[src/rtl/dsky_relay_decoder.sv]
// dsky_relay_decoder
//
// Turns the relay word {RYWD16,RYWD14,RYWD13,RYWD12, RLYB11..RLYB01} into one of
// twelve row registers. The row address is ADDR and the data is DATA[10:0].
// A registered read port returns a row together with its decoded digit pair.
//
// The word passes through a two-flop synchronizer first. The synchronized word W
// is tracked by a small FSM with the states idle, settle and latched. A word whose
// address is nonzero is written once it has been stable long enough. Addresses
// 13..15 write nothing and pulse BADADR instead.
//
// Configuration macro: DSKY_RELAY_SETTLE_EN
//   defined   - W must hold for SETTLE_CYCLES cycles before it is latched.
//   undefined - there is no settle state and no counter. A new nonzero word
//               latches on its first synchronized cycle. SETTLE_CYCLES is ignored.
//
// Ports
//   SIM_CLK              clock
//   SIM_RST              asynchronous reset, active low
//   RYWD12/13/14/16      relay row address bits, weights 1, 2, 4 and 8
//   RLYB01..RLYB11       relay data bits
//   RD_ROW   [3:0]       read row select
//   RD_RAW   [10:0]      stored data of the selected row, one cycle later
//   RD_LEFT  [3:0]       decoded digit of RD_RAW[9:5]
//   RD_RIGHT [3:0]       decoded digit of RD_RAW[4:0]
//   RD_FLAG              RD_RAW[10]
//   UPD                  one-cycle pulse when a row register is written
//   UPD_ROW  [3:0]       row written last
//   BADADR               one-cycle pulse when a settled word has address 13..15
module dsky_relay_decoder #(
    parameter int unsigned SETTLE_CYCLES = 1024  // legal range 1..65535
) (
    input  logic        SIM_CLK,
    input  logic        SIM_RST,
    input  logic        RYWD12,
    input  logic        RYWD13,
    input  logic        RYWD14,
    input  logic        RYWD16,
    input  logic        RLYB01,
    input  logic        RLYB02,
    input  logic        RLYB03,
    input  logic        RLYB04,
    input  logic        RLYB05,
    input  logic        RLYB06,
    input  logic        RLYB07,
    input  logic        RLYB08,
    input  logic        RLYB09,
    input  logic        RLYB10,
    input  logic        RLYB11,
    input  logic [3:0]  RD_ROW,
    output logic [10:0] RD_RAW,
    output logic [3:0]  RD_LEFT,
    output logic [3:0]  RD_RIGHT,
    output logic        RD_FLAG,
    output logic        UPD,
    output logic [3:0]  UPD_ROW,
    output logic        BADADR
);

`ifdef DSKY_RELAY_SETTLE_EN
    typedef enum logic [1:0] {StIdle, StSettle, StLatched} state_e;
    localparam logic [15:0] CntLast = 16'(SETTLE_CYCLES - 1);
    logic [15:0] cnt_q, cnt_d;
`else
    typedef enum logic [1:0] {StIdle, StLatched} state_e;
    logic unused_settle_cycles;
    assign unused_settle_cycles = ^SETTLE_CYCLES;
`endif

    function automatic logic [3:0] decode_digit(input logic [4:0] code);
        logic [3:0] d;
        unique case (code)
            5'b00000: d = 4'hA;  // blank
            5'b10101: d = 4'h0;
            5'b00011: d = 4'h1;
            5'b11001: d = 4'h2;
            5'b11011: d = 4'h3;
            5'b01111: d = 4'h4;
            5'b11110: d = 4'h5;
            5'b11100: d = 4'h6;
            5'b10011: d = 4'h7;
            5'b11101: d = 4'h8;
            5'b11111: d = 4'h9;
            default:  d = 4'hF;
        endcase
        return d;
    endfunction

    logic [14:0] word_in, sync1_q, sync2_q, w, cap_q, cap_d;
    logic [3:0]  w_addr;
    state_e      state_q, state_d;
    logic        done, wr_en, bad_d;
    logic        upd_q, badadr_q;
    logic [3:0]  upd_row_q;
    logic [10:0] rd_raw_q, rd_mux;
    logic [10:0] row_q [1:12];

    assign word_in = {RYWD16, RYWD14, RYWD13, RYWD12,
                      RLYB11, RLYB10, RLYB09, RLYB08, RLYB07, RLYB06,
                      RLYB05, RLYB04, RLYB03, RLYB02, RLYB01};
    assign w      = sync2_q;
    assign w_addr = w[14:11];

    always_ff @(posedge SIM_CLK or negedge SIM_RST) begin
        if (!SIM_RST) begin
            sync1_q <= '0;
            sync2_q <= '0;
        end else begin
            sync1_q <= word_in;
            sync2_q <= sync1_q;
        end
    end

    always_comb begin
        state_d = state_q;
        cap_d   = cap_q;
        done    = 1'b0;
`ifdef DSKY_RELAY_SETTLE_EN
        cnt_d   = cnt_q;
`endif
        unique case (state_q)
            StIdle: begin
                if (w_addr != 4'd0) begin
                    cap_d = w;
`ifdef DSKY_RELAY_SETTLE_EN
                    cnt_d   = '0;
                    state_d = StSettle;
`else
                    state_d = StLatched;
                    done    = 1'b1;
`endif
                end
            end
`ifdef DSKY_RELAY_SETTLE_EN
            StSettle: begin
                if (w != cap_q) begin
                    if (w_addr == 4'd0) begin
                        state_d = StIdle;
                    end else begin
                        cap_d = w;
                        cnt_d = '0;
                    end
                end else if (cnt_q == CntLast) begin
                    state_d = StLatched;
                    done    = 1'b1;
                end else begin
                    cnt_d = cnt_q + 16'd1;
                end
            end
`endif
            StLatched: begin
                // Holding the latched word does nothing; only a change re-arms.
                if (w != cap_q) begin
                    if (w_addr == 4'd0) begin
                        state_d = StIdle;
                    end else begin
                        cap_d = w;
`ifdef DSKY_RELAY_SETTLE_EN
                        cnt_d   = '0;
                        state_d = StSettle;
`else
                        done = 1'b1;
`endif
                    end
                end
            end
            default: state_d = StIdle;
        endcase
    end

    // On completion W equals the captured word, so W carries the address and data.
    assign wr_en = done && (w_addr <= 4'd12);
    assign bad_d = done && (w_addr >= 4'd13);

    always_ff @(posedge SIM_CLK or negedge SIM_RST) begin
        if (!SIM_RST) begin
            state_q <= StIdle;
            cap_q   <= '0;
`ifdef DSKY_RELAY_SETTLE_EN
            cnt_q   <= '0;
`endif
        end else begin
            state_q <= state_d;
            cap_q   <= cap_d;
`ifdef DSKY_RELAY_SETTLE_EN
            cnt_q   <= cnt_d;
`endif
        end
    end

    always_ff @(posedge SIM_CLK or negedge SIM_RST) begin
        if (!SIM_RST) begin
            for (int i = 1; i <= 12; i++) row_q[i] <= '0;
        end else begin
            for (int i = 1; i <= 12; i++) begin
                if (wr_en && (w_addr == 4'(i))) row_q[i] <= w[10:0];
            end
        end
    end

    // Read mux with write-first bypass. Rows 0 and 13..15 read as zero.
    always_comb begin
        rd_mux = '0;
        for (int i = 1; i <= 12; i++) begin
            if (RD_ROW == 4'(i)) rd_mux = row_q[i];
        end
        if (wr_en && (w_addr == RD_ROW)) rd_mux = w[10:0];
    end

    always_ff @(posedge SIM_CLK or negedge SIM_RST) begin
        if (!SIM_RST) begin
            upd_q     <= 1'b0;
            badadr_q  <= 1'b0;
            upd_row_q <= '0;
            rd_raw_q  <= '0;
        end else begin
            upd_q    <= wr_en;
            badadr_q <= bad_d;
            rd_raw_q <= rd_mux;
            if (wr_en) upd_row_q <= w_addr;
        end
    end

    assign UPD      = upd_q;
    assign BADADR   = badadr_q;
    assign UPD_ROW  = upd_row_q;
    assign RD_RAW   = rd_raw_q;
    assign RD_FLAG  = rd_raw_q[10];
    assign RD_LEFT  = decode_digit(rd_raw_q[9:5]);
    assign RD_RIGHT = decode_digit(rd_raw_q[4:0]);

endmodule

[config.mk]
export PLATFORM = sky130hd
export DESIGN_NAME = dsky_relay_decoder
export DESIGN_NICKNAME = d
export VERILOG_FILES = /design/src/rtl/dsky_relay_decoder.sv
export SDC_FILE = /design/constraint.sdc
export NUM_CORES = 1
export LEC_CHECK = 0
export CAP_MARGIN = 20
export CORE_MARGIN = 4
export CORE_UTILIZATION = 50
export CTS_BUF_LIST = sky130_fd_sc_hd__clkbuf_16
export CTS_CLUSTER_SIZE = 14
export DETAILED_ROUTE_END_ITERATION = 12
export GPL_ROUTABILITY_DRIVEN = 1
export PLACE_DENSITY_LB_ADDON = 0.1
export SLEW_MARGIN = 20
export SYNTH_ARGS = -nofsm -noshare
export SYNTH_HDL_FRONTEND = slang
export SYNTH_SLANG_ARGS = --single-unit
[constraint.sdc]
create_clock -name SIM_CLK -period 2.3 [get_ports SIM_CLK]
set_input_delay 0.46 -clock SIM_CLK [delete_from_list [all_inputs] [get_ports SIM_CLK]]
set_output_delay 0.46 -clock SIM_CLK [all_outputs]
set_load 0.1 [all_outputs]
# Word-level counts from Yosys, hierarchy flattened
# Memories as Yosys holds them, arrays and structs flattened.
# Cells that the tools add are included.
dict set report totals {
  word_cells 101
  romBits 256
  n_memories 2
  reg_bits 196
}
dict set report classes {
  n_eq_ne 31
  muxes 25
  reduce_logical 21
  magnitude_cmp 2
}
# name words word_bits rd rd_ports_with_merged_regs wr line_no
set memory_table {}
lappend memory_table {{(no name shown)} 32 4 1 0 0 72} ;# unique case (code)
lappend memory_table {{(no name shown)} 32 4 1 0 0 72}
# operator count
set op_table {}
lappend op_table {{$mux 11} 13}
lappend op_table {{$mux 15} 3}
lappend op_table {{$eq 4x4->1 const B} 10}
lappend op_table {{$eq 4x3->1 const B} 8}
lappend op_table {{$pmux 15 s2} 1}
lappend op_table {{$eq 4x2->1 const B} 4}
lappend op_table {{$logic_and 1x1->1} 15}
lappend op_table {{$ne 15x15->1} 1}
lappend op_table {{$eq 4x1->1 const B} 2}
lappend op_table {{$ne 2x2->1 const B} 4}
lappend op_table {{$mux 2} 3}
lappend op_table {{$eq 4x4->1} 1}
lappend op_table {{$ge 4x4->1 const B} 1}
lappend op_table {{$le 4x4->1 const B} 1}
lappend op_table {{$logic_not 4->1} 1}
lappend op_table {{$pmux 2 s2} 1}
lappend op_table {{$reduce_and 4->1} 1}
lappend op_table {{$reduce_bool 4->1} 1}
lappend op_table {{$mux 1} 3}
lappend op_table {{$reduce_and 3->1} 1}
lappend op_table {{$eq 2x1->1 const B} 1}
lappend op_table {{$logic_not 2->1} 1}
lappend op_table {{$pmux 1 s2} 1}
lappend op_table {{$reduce_bool 2->1} 1}

# Logic depth before layout (Yosys ltp)
dict set report depth {
  ltp_word 14
  ltp_mapped 9
  ltp_nobuf 6
}

# Worst setup path after synthesis
# Ideal clock, no wire load.
dict set report synth_timing {
  kind {reg-to-output}
  start {register rd_raw_q[0], in the netlist RD_RAW[0]}
  end {output RD_RIGHT[0]}
  required_ns 1.840
  path_buffers 0
  t_arrival_ns 3.608
  slack_ns -1.768
  stages_incl_launch_ff 6
  path_cell_list {dfrtp_1 > inv_1 > ha_1 > nand2_1 > nand2_1 > o21ai_0}
}
dict set report synth_between {
  elab_chain_cells 1
}
# element line_no
set synth_lines {}
lappend synth_lines {{from (decl)} 95} ;# logic [10:0] rd_raw_q, rd_mux;
lappend synth_lines {{from (signal assigned)} 219} ;# rd_raw_q <= rd_mux;
lappend synth_lines {{$mem_v2 32x4} n/a}
lappend synth_lines {{to (decl)} 53} ;# output logic [3:0] RD_RIGHT,
# Every way passes these cells.

# Final worst setup path
dict set report layout_timing {
  start {register rd_raw_q[5], in the netlist RD_RAW[5]}
  end {output RD_LEFT[1]}
}
dict set report layout_between {
  elab_chain_cells 1
}
# element line_no
set layout_lines {}
lappend layout_lines {{$mem_v2 32x4} n/a}
lappend layout_lines {{to (decl)} 52} ;# output logic [3:0] RD_LEFT,
# Every way passes these cells.

==> metrics <==
status finished, violations left; violated checks negative hold slack, negative setup slack; leakage power roughly 0.0049 uW; Post-Syn Instances about 730; clock slew seen by the registers of the worst setup and hold paths 70 ps; Vias around 6100; overall power 10100 uW; Root Buffer clkbuf_16; Levels on crit path 7; Clock Skew 9.44 ps; max incr delay on CP 530 ps; Diodes inserted 0; Inserted Clock Buffers 17; largest net degree at the start of global routing 61; Final Hold Viols 5; CP endpoint kind primary output; total wire length 21.0 mm; placed insts 1020; R2R depth 7; EDFF count, synth 0; measured slew at the worst slew-check pin roughly 540 ps; syn_nets 760; Buf+Inv Stages, Crit Path 2; routability cong. 0.849; CTS tree yes; Setup Total Neg Slack -170 ps; Clk Latency, worst-skew pair 430 ps; commonest cells after routing, fill and taps aside 185 x dfrtp_1, 96 x mux2_2, 93 x buf_4; max_cap viols 0; fmax about 430 MHz; total core area between 15000 and 20000 um^2; I/O Pins 47; Worst EP required 1840 ps; initial antenna violation count 0; synthesized flop and latch total 195; min Tclk post-route 2350 ps; Die Ht 144 um; crit-path cells inv_4, ha_1, nor2b_1, o21ai_1, o21ai_1, a22oi_2, buf_12; syn avg cell area 12.7 um^2; worst-case clock buffer depth 2; detailed placement HPWL 14.8 mm; Tcrit/Tclk final 1.02; final std cells w/o fill around 1100; setup slack at placement -235 ps; commonest non-fill, non-tap cell in the layout dfrtp_1; fin nets 852; cell mode on critical path o21ai_1; port bufs 46; Die W 144 um; layout cells sized above 1 0.385; crit-path max FO 4; Max Slew Vio Count 0; Syn. warnings 0; die area 20700 um^2; Data arrival, critical path between 1500 and 2000 ps; # DRC 0; critical path class flip-flop to primary output; Slew headroom 0.640; Cell variety after synth 52; PwrDens 883 nW/um^2; Hold Slack -1.97 ps; Startpoint Class flip-flop; wire per inst 19.8 um; Slowest cell on crit path dfrtp_4; Initial DRT Pass Iterations 4; worst IR drop on VDD approximately 0.55 mV; worst min path class primary input to async pin; P&R area growth vs syn 23.4%; CP top delay family flip-flops; row count a little under 50; Post-Syn Area 9250 um^2; RSZ-0062 raised after global routing yes; first-pass GRT wire length approximately 34 mm; DRT iter0 DRCs about 400; Total GRT Usage 0.213; antenna-violating nets left 0; Vias/cell 5.76; H-tree depth 4; total grt overflow 0; Worst Slack Setup Final -52.4 ps; Final Setup Violations 7; Async SR Flop Fraction 1.00; Seq/Total Area, Yosys 0.527; initial core utilization 0.512; clk sinks 195; Primary FF master, synth dfrtp_1; number of global-route vias before repair between 6000 and 7000
sequential cells by signal (all words and copies together) (netlist names):
register / count
sync2_q: 15
RD_RAW: 11
UPD: 1
row_q: 132
UPD_ROW: 4
cap_q: 15
sync1_q: 15
state_q: 1
BADADR: 1
path summary, 6_finish.rpt:
check	to	from	slack [ps]
worst max-delay path	RD_LEFT[1]	RD_RAW[5]$_DFF_PN0_	-50
worst min-delay path	sync2_q[5]$_DFF_PN0_	SIM_RST	-2
worst max register to register	row_q[117]$_DFFE_PN0P_	cap_q[10]$_DFFE_PN0P_	130
worst min register to register	sync2_q[8]$_DFF_PN0_	sync1_q[8]$_DFF_PN0_	350
max in group asynchronous	row_q[27]$_DFFE_PN0P_	SIM_RST	1620
min in group SIM_CLK	sync2_q[8]$_DFF_PN0_	sync1_q[8]$_DFF_PN0_	350
cell families (layout without fill, tap and decap cells):
group,count (synthesis),after routing,synth area share
multiplexers,188,188,0.243
buffers and inverters,79,184,0.0414
XOR/XNOR,18,18,0.0170
adder cells (fa/ha/maj),12,12,0.0162
flip-flops,195,195,0.527
AND/OR/NAND/NOR,118,118,0.0672
AO/OA/AOI/OAI,117,117,0.0872
where the power goes:
part	total (uW)	internal, uW	switching (uW)
Sequential	4450	4050	403
Combinational	2530	1150	1390
Clock	3100	1750	1350
layout make-up:
| type | instances | area, um^2 |
|---|---|---|
| clock buffer | 17 | 425 |
| clock inverter | 15 | 193 |
| sequential | 195 | 4910 |
| tap | 229 | 287 |
| fill | 1397 | 6670 |
| inverter | 19 | 86.3 |
| multi-input combinational | 453 | 4220 |
| timing repair buffer | 133 | 1290 |
synthesized netlist by cell type (3+ instances only):
cell type / count / area, um^2
o221ai_1: 5 / 43.8
nor3_1: 14 / 70.1
buf_2: 18 / 90.1
xnor2_1: 18 / 158
o211ai_1: 3 / 22.5
inv_1: 18 / 67.6
nand2b_1: 7 / 43.8
buf_6: 8 / 90.1
a22oi_1: 12 / 90.1
nor2_1: 25 / 93.8
buf_1: 4 / 15.0
a21oi_1: 17 / 85.1
clkbuf_1: 29 / 109
mux2_2: 96 / 1080
nand4_1: 4 / 25.0
a211oi_1: 4 / 30.0
mux2_1: 50 / 563
ha_1: 12 / 150
mux2i_1: 15 / 150
o31a_1: 6 / 52.6
nand2_1: 26 / 97.6
dfrtp_1: 195 / 4880
mux2_4: 20 / 300
o22ai_1: 8 / 50.1
a31oi_1: 8 / 50.1
mux4_2: 7 / 158
o21ai_0: 26 / 130
a221oi_1: 8 / 70.1
nor2b_1: 15 / 93.8
a22o_1: 10 / 87.6
or4_1: 3 / 22.5
nand3_1: 7 / 35.0
stage by stage:
| step | instance area [um^2] | util |
|---|---|---|
| finish | 11400 | 0.631 |
| global route | 11400 | 0.631 |
| CTS | 11400 | 0.630 |
| detailed placement | 10600 | 0.588 |
| global placement | 10600 | 0.588 |
| floorplan | 9430 | - |
worst reg2reg max path: cells and delay by family, from the launching register on:
family	cells	cell delay (ps)
xor+xnor	1	260
buf+inv	2	370
flops	1	390
mux	1	340
simple gates	3	700
routing by layer:
layer / wire length [um] / share of wire / GRT usage
met3: 757 / 0.036 / 0.0377
met5: 0 / 0 / 0
met4: 590 / 0.028 / 0.0828
met1: 9360 / 0.45 / 0.282
met2: 10300 / 0.49 / 0.352
repair_timing:
action / 4_1_cts / 5_1_grt
setup endpoints to repair: 36 / 23
gates resized for setup: 20 / 4
setup buffers: 9 / 0
pin swaps: 12 / 2
hold buffers: 0 / 0
(Power assumes the default switching activity.)
